`config.mk`:
```
export PLATFORM = sky130hd
export DESIGN_NAME = axi_mon_recovery_ctrl
export DESIGN_NICKNAME = d
export VERILOG_FILES = /design/src/rtl/axi_mon_recovery_ctrl.sv
export SDC_FILE = /design/constraint.sdc
export NUM_CORES = 1
export LEC_CHECK = 0
export CORE_MARGIN = 1.5
export CORE_UTILIZATION = 55
export CTS_CLUSTER_DIAMETER = 40
export CTS_CLUSTER_SIZE = 8
export DETAILED_ROUTE_END_ITERATION = 8
export DONT_BUFFER_PORTS = 1
export HOLD_SLACK_MARGIN = 0.12
export PLACE_DENSITY = 0.7
export SLEW_MARGIN = 20
export SYNTH_ARGS = -nofsm -noshare
export SYNTH_HDL_FRONTEND = slang
export SYNTH_SLANG_ARGS = --single-unit
```
`constraint.sdc`:
```
create_clock -name clk_i -period 2.06 [get_ports clk_i]
set_input_delay 0.206 -clock clk_i [delete_from_list [all_inputs] [get_ports clk_i]]
set_output_delay 0.206 -clock clk_i [all_outputs]
set_load 0.01 [all_outputs]
```
`src/rtl/axi_mon_recovery_ctrl.sv`:
```
// rtl/axi_mon_recovery_ctrl.sv - timeout recovery sequencer: isolate, drain, reset, release the monitored slave
module axi_mon_recovery_ctrl #(
    parameter int unsigned MaxUniqIds    = 1,
    parameter int unsigned MaxTxnsPerId  = 2,
    parameter int unsigned CntWidth      = 10,
    parameter int unsigned DrainMax      = 1000,
    parameter int unsigned RstHoldCycles = 16,
    parameter int unsigned TxnCntWidth   = $clog2(MaxUniqIds * MaxTxnsPerId + 1)
) (
    input  logic                   clk_i,
    input  logic                   rst_ni,
    input  logic                   enable_i,
    input  logic                   timeout_i,
    input  logic                   isolated_i,
    input  logic [TxnCntWidth-1:0] outstanding_i,
    input  logic                   irq_clear_i,
    output logic                   isolate_o,
    output logic                   flush_o,
    output logic                   slv_rst_no,
    output logic                   irq_o,
    output logic                   drain_fail_o,
    output logic [7:0]             recover_cnt_o,
    output logic [2:0]             state_o
);

    localparam int unsigned HoldWidth = (RstHoldCycles > 1) ? $clog2(RstHoldCycles) : 1;
    localparam logic [CntWidth-1:0]  DrainLast = CntWidth'(DrainMax - 1);
    localparam logic [HoldWidth-1:0] HoldLoad  = HoldWidth'(RstHoldCycles - 1);

    typedef enum logic [2:0] {
        IDLE    = 3'd0,
        ISOLATE = 3'd1,
        DRAIN   = 3'd2,
        RESET   = 3'd3,
        RELEASE = 3'd4
    } state_e;

    state_e                state_q;
    logic [CntWidth-1:0]   drain_cnt_q;
    logic [HoldWidth-1:0]  hold_cnt_q;
    logic                  isolate_q;
    logic                  flush_q;
    logic                  slv_rst_nq;
    logic                  irq_q;
    logic                  drain_fail_q;
    logic [7:0]            recover_cnt_q;

    // Outputs are registered alongside the state so each one changes on the same edge as its state.
    always_ff @(posedge clk_i or negedge rst_ni) begin
        if (!rst_ni) begin
            state_q       <= IDLE;
            drain_cnt_q   <= '0;
            hold_cnt_q    <= '0;
            isolate_q     <= 1'b0;
            flush_q       <= 1'b0;
            slv_rst_nq    <= 1'b1;
            irq_q         <= 1'b0;
            drain_fail_q  <= 1'b0;
            recover_cnt_q <= '0;
        end else begin
            // Clear is overridden below when a new recovery starts in the same cycle.
            if (irq_clear_i) begin
                irq_q <= 1'b0;
            end
            case (state_q)
                IDLE: begin
                    if (enable_i && timeout_i) begin
                        state_q   <= ISOLATE;
                        isolate_q <= 1'b1;
                        irq_q     <= 1'b1;
                    end
                end
                ISOLATE: begin
                    if (isolated_i) begin
                        state_q     <= DRAIN;
                        flush_q     <= 1'b1;
                        drain_cnt_q <= '0;
                    end
                end
                DRAIN: begin
                    if (drain_cnt_q != {CntWidth{1'b1}}) begin
                        drain_cnt_q <= drain_cnt_q + CntWidth'(1);
                    end
                    if (outstanding_i == '0 || drain_cnt_q == DrainLast) begin
                        state_q    <= RESET;
                        flush_q    <= 1'b0;
                        slv_rst_nq <= 1'b0;
                        hold_cnt_q <= HoldLoad;
                        if (outstanding_i != '0) begin
                            drain_fail_q <= 1'b1;
                        end
                    end
                end
                RESET: begin
                    if (hold_cnt_q == '0) begin
                        state_q    <= RELEASE;
                        isolate_q  <= 1'b0;
                        slv_rst_nq <= 1'b1;
                    end else begin
                        hold_cnt_q <= hold_cnt_q - HoldWidth'(1);
                    end
                end
                RELEASE: begin
                    if (!isolated_i) begin
                        state_q <= IDLE;
                        if (recover_cnt_q != 8'hff) begin
                            recover_cnt_q <= recover_cnt_q + 8'd1;
                        end
                    end
                end
                default: begin
                    state_q    <= IDLE;
                    isolate_q  <= 1'b0;
                    flush_q    <= 1'b0;
                    slv_rst_nq <= 1'b1;
                end
            endcase
        end
    end

    assign isolate_o     = isolate_q;
    assign flush_o       = flush_q;
    assign slv_rst_no    = slv_rst_nq;
    assign irq_o         = irq_q;
    assign drain_fail_o  = drain_fail_q;
    assign recover_cnt_o = recover_cnt_q;
    assign state_o       = (state_q > RELEASE) ? IDLE : state_q;

endmodule

```
* After elaboration in Yosys (flattened, before gate mapping) *
Cells that the tools add are included.

storage, ports and cells
  output and inout bits = 16
  bits in registers = 30
  input bits = 8
  logic and storage cells = 74

operators by class
  multiplexer cells = 24
  magnitude comparators = 1
  equality and inequality tests = 14
  add/sub/neg operators = 3
  reductions and logical operators = 19
  bitwise operators = 4

operators by type and width
  kind                     number
  $reduce_and A3 Y1        7
  $mux W10                 2
  $pmux W10 S2             1
  $mux W3                  6
  $pmux W3 S5              1
  $ne A2 B2 Y1 const B     7
  $add A10 B1 Y10 const B  1
  $eq A10 B10 Y1 const B   1
  $ne A10 B10 Y1 const B   1
  $pmux W1 S3              3
  $reduce_or A3 Y1         3
  $add A8 B1 Y8 const B    1
  $mux W1                  8
  $mux W4                  2
  $ne A8 B8 Y1 const B     1
  $pmux W4 S2              1
  $eq A3 B2 Y1 const B     2
  $reduce_bool A2 Y1       3
  $reduce_and A5 Y1        1
  $logic_not A4 Y1         1
  $not A1 Y1               4
  $sub A4 B1 Y4 const B    1
  $eq A3 B1 Y1 const B     1
  $eq A3 B3 Y1 const B     1
  5 further kinds          5

* Depth between registers and ports, before layout *
  depth in word-level cells = 4
  gate-level depth with buffers = 6
  mapped depth without buffers = 6

* Worst setup path before layout *
Ideal clock, no wire load.

  path kind = reg-to-reg
  start point = register state_q[0]
  end point = register recover_cnt_q[1], in the netlist recover_cnt_o[1]
  period minus slack after synthesis = 1.671 ns
  arrival = 1.546 ns
  slack = 0.389 ns
  required time = 1.935 ns
  path buffers = 0
  stages on the path, launching flop included = 4
  library setup time = 0.125 ns
  path through = dfrtp_1 > or4b_4 > a31oi_4 > mux2_2

between the ends
  word-level cells in the longest chain between the ends = 2

RTL lines
  element                      RTL line  text
  start: declaration           38        state_e state_q;
  start signal: assignment     51        state_q <= IDLE;
  start signal: assignment     68        state_q <= ISOLATE;
  start signal: assignment     75        state_q <= DRAIN;
  $eq A3 B3 Y1                 65        case (state_q)
  $reduce_and A3 Y1 (no line)  -
  end signal: assignment       107       recover_cnt_q <= recover_cnt_q + 8'd1;
  end: declaration             46        logic [7:0] recover_cnt_q;

Every way passes these cells.
A chain may end at the register's enable or synchronous reset.

* Worst setup path in the final report *
  start point = register state_q[2]
  end point = register hold_cnt_q[1]

between the ends
  word-level cells in the longest chain between the ends = 3
  elaborated cells on any way between the ends = 7
  classes of those cells = 4 x eq/ne; 1 x mux; 2 x reduce/logical

RTL lines
  element                                                       RTL line  text
  $eq A3 B2 Y1                                                  65
  $ne A2 B2 Y1 (no line) or $reduce_bool A2 Y1 (tied branches)  -
  $reduce_and A3 Y1 (no line)                                   -
  end signal: assignment                                        88        hold_cnt_q <= HoldLoad;
  end signal: assignment                                        100       hold_cnt_q <= hold_cnt_q - HoldWidth'(1);
  end: declaration                                              40        logic [HoldWidth-1:0] hold_cnt_q;

Several ways; a longest one is shown, not always the timed one.

==> flow_metrics.py <==
metrics = {
    "power": {
        "ir_worst_vdd_uv": 632,
        "powerDensity_nw_per_um2": 1060,
        "leakagePower_nw": 0.809,
    },
    "logic_synthesis": {
        "synth_top_family_by_area": "simple AND/OR/NAND/NOR gates",
        "synth_xor_area_frac": 0.0475,
        "async_reset_ff_frac": 1.00,
        "synth_ff_type": "dfrtp_1",
        "ys_warn_count": 0,
        "syn_nets": 179,
        "ys_seq_area_frac": 0.453,
        "synth-simple-area-share": 0.236,
        "synth_edf_count": 0,
        "synthTopCellsByArea": "dfrtp_1, nand2_1, xnor2_1",
        "synth-compound-area-share": 0.190,
        "yosys-mux-area-fraction": 0.0128,
        "synth_seq_cells": 30,
        "yosysTopAreaCellShare": 0.437,
        "syn_inst": 168,
        "synth_top_cell_by_area": "dfrtp_1",
        "mappedNetlistArea_um2": 1660,
        "synth_area_per_cell_um2": 9.88,
        "synthAdderAreaFrac": 0.0226,
        "yosysUniqueCellTypes": 45,
    },
    "finish": {
        "diodes": 0,
        "syn_to_final_growth_pct": 11.7,
        "regArea_um2": 752,
        "drive_gt1_frac": 0.125,
        "layoutNonFillerInstCount": 215,
        "multiInputGateArea_um2": 845,
        "nFillCells": 227,
        "post-route-util": 0.661,
        "fin_nets": 194,
    },
    "floorplanning": {
        "rows": 19,
        "boundaryPins": 24,
        "dieWidth_um": 57.9,
        "core_area_um2": 2810,
        "dieArea_um2": 3350,
        "die_h_um": 57.9,
        "initial_utilization": 0.591,
    },
    "grt": {
        "grt_max_degree": 31,
        "track_usage": 0.239,
        "overflow": 0,
        "grt_pass1_wl_mm": 6.10,
        "antenna_found_initial": 0,
        "grt_pass1_vias": 1387,
    },
    "clock_tree": {
        "cts_tree": "yes",
        "cts_root_buffer": "clkbuf_4",
        "clockBufferDepth": 2,
        "numClockSinks": 30,
        "cts_buffers": 5,
        "clk-insertion-delay-late_ns": 0.34,
        "htreeDepth": 2,
        "clkTransAtPathRegs_ns": 0.10,
    },
    "drt": {
        "wirelength_mm": 3.36,
        "dr.pass1.iters": 4,
        "via_count": 1352,
        "top_layer_used": "met4",
        "drtIter0Drc": 48,
        "wl_per_cell_um": 15.6,
        "met2_length_mm": 1.62,
        "drc": 0,
        "drt-vias-per-instance": 6.29,
        "wl_met1_mm": 1.52,
        "final_antenna_net_count": 0,
        "dr_wl_met3_um": 149,
    },
    "timing": {
        "tns_ns": 0,
        "finalSetupViolations": 0,
        "worstMarginPinSlew_ns": 0.524,
        "hold_violations": 0,
        "clock_skew_ns": 0.0105,
        "max-slew-margin-rel": 0.647,
        "rsz0062_at_grt": "no",
        "min_period_ns": 1.90,
        "finalMaxSlewViolations": 0,
        "finalCritPeriodShare": 0.922,
        "fmax_mhz": 527,
    },
    "critical_path": {
        "cp-end-kind": "register",
        "critical_path_class": "register to register",
        "arrival_ns": 2.10,
        "cp-start-kind": "register",
        "crit_required_ns": 2.26,
        "cp_cell_sequence": "nor3b_4 -> o21ai_0 -> o211ai_1 -> a22oi_1",
        "slowest_stage": "dfrtp_1",
        "crit_path_max_fanout": 12,
        "critPathMaxStageDelay_ns": 0.53,
        "critPathBufInv": 0,
        "cpLargestDelayFamily": "compound AO/OA/AOI/OAI gates",
    },
    "placed_design": {
        "portBuffers": 0,
        "finalWeightedCongestion": 0.822,
        "dp.final_hpwl_mm": 2.37,
        "dp_cells": 202,
    },
    "run_status": {
        "status": "completed",
    },
    "worst_hold_path": {
        "hp-class": "input pin to register",
    },
    "run": {
        "drv_cap": 0,
    },
}
worst paths after layout:
check | to | startpoint | cells past startpoint | slack (ns)
worst max-delay path | hold_cnt_q[1]$_DFFE_PN0P_ | state_q[2]$_DFFE_PN0P_ | 4 | 0.16
worst min register to register | slv_rst_no$_DFFE_PN1P_ | slv_rst_no$_DFFE_PN1P_ | 2 | 0.51
worst min-delay path | state_q[0]$_DFFE_PN0P_ | isolated_i | 3 | 0.16
worst max register to register | hold_cnt_q[1]$_DFFE_PN0P_ | state_q[2]$_DFFE_PN0P_ | 4 | 0.16
max in group asynchronous | slv_rst_no$_DFFE_PN1P_ | rst_ni | 2 | 1.52
min in group asynchronous | state_q[2]$_DFFE_PN0P_ | rst_ni | 2 | 0.30
placed cells by master, fill, tap and decap left out, drive strengths merged, types with 2 or more instances in the layout:
cell type    instances
a21o                 2
a21oi                4
a22oi                3
and2                 2
and3                 3
buf                  8
clkbuf               7
dfrtp               29
dlygate4sd3          4
ha                   3
inv                 12
nand2               17
nand2b               7
nand3               13
nand4                3
nor2                 6
nor3                 4
nor3b                2
nor4                 2
o211ai               6
o21ai                9
o2bb2ai              2
o31ai                4
o41ai                2
or4                  5
xnor2                7
xor2                 2
Yosys cell counts, types with 2 or more instances:
cell type,n
o31ai_1,3
xor2_1,2
buf_2,2
dfrtp_1,29
xnor2_1,7
nand3_1,12
o2bb2ai_1,2
or4_1,5
a21oi_1,4
and3_1,3
a22oi_1,3
nand4_1,3
nor3_1,4
ha_1,3
inv_1,12
nand2b_1,7
o211ai_1,6
nor2_1,6
clkbuf_1,2
o21ai_0,9
and2_1,2
a21o_1,2
nand2_1,17
o41ai_1,2
metrics by stage:
step | area, µm² | setup slack (ns) | power (mW) | hold WS [ns]
floorplan | 1660 | 0.389 | 1.34 | -0.0896
global placement | 1730 | 0.256 | 1.52 | -0.0890
detailed placement | 1730 | 0.220 | 1.56 | -0.0889
CTS | 1850 | 0.176 | 1.97 | 0.153
global route | 1850 | 0.00456 | 2.11 | 0.185
finish | 1850 | 0.161 | 1.96 | 0.164
kinds of logic (layout without fill, tap and decap cells):
family | Yosys count | count (layout)
simple gates | 67 | 67
compound gates | 41 | 41
flops | 30 | 30
buf+inv | 16 | 32
xor+xnor | 9 | 9
fa+ha+maj | 3 | 3
mux | 2 | 2
tightest hold or removal path, stage by stage:
cell	delay, ns
mux2i_1	0.05
o311ai_0	0.12
o21ai_0	0.08
report_power, final:
group | switching, mW | internal, mW
clock network | 0.210 | 0.165
registers | 0.161 | 0.718
logic | 0.405 | 0.301
routing by layer:
layer,global-route usage,vias up
met5,0,-
met4,0.110,0
met3,0.0781,10
met2,0.383,34
met1,0.295,658
li1,-,650
flip-flops by register name, indices dropped and copies added, names as in the netlist:
signal / cells
drain_cnt_q: 10
drain_fail_o: 1
flush_o: 1
hold_cnt_q: 4
irq_o: 1
isolate_o: 1
recover_cnt_o: 8
slv_rst_no: 1
state_q: 3
cell type report:
type / instances / share of cell area
Multi-Input combinational cell: 122 / 0.456
Sequential cell: 30 / 0.406
Timing Repair Buffer: 12 / 0.0608
Clock buffer: 7 / 0.0297
Inverter: 12 / 0.0243
Tap cell: 31 / 0.0209
Clock inverter: 1 / 0.00270
timing repair:
action	CTS	global route
gates resized for setup	0	0
hold endpoints to repair	34	0
setup buffers	0	0
hold buffers	5	0
(Power assumes the default switching activity.)
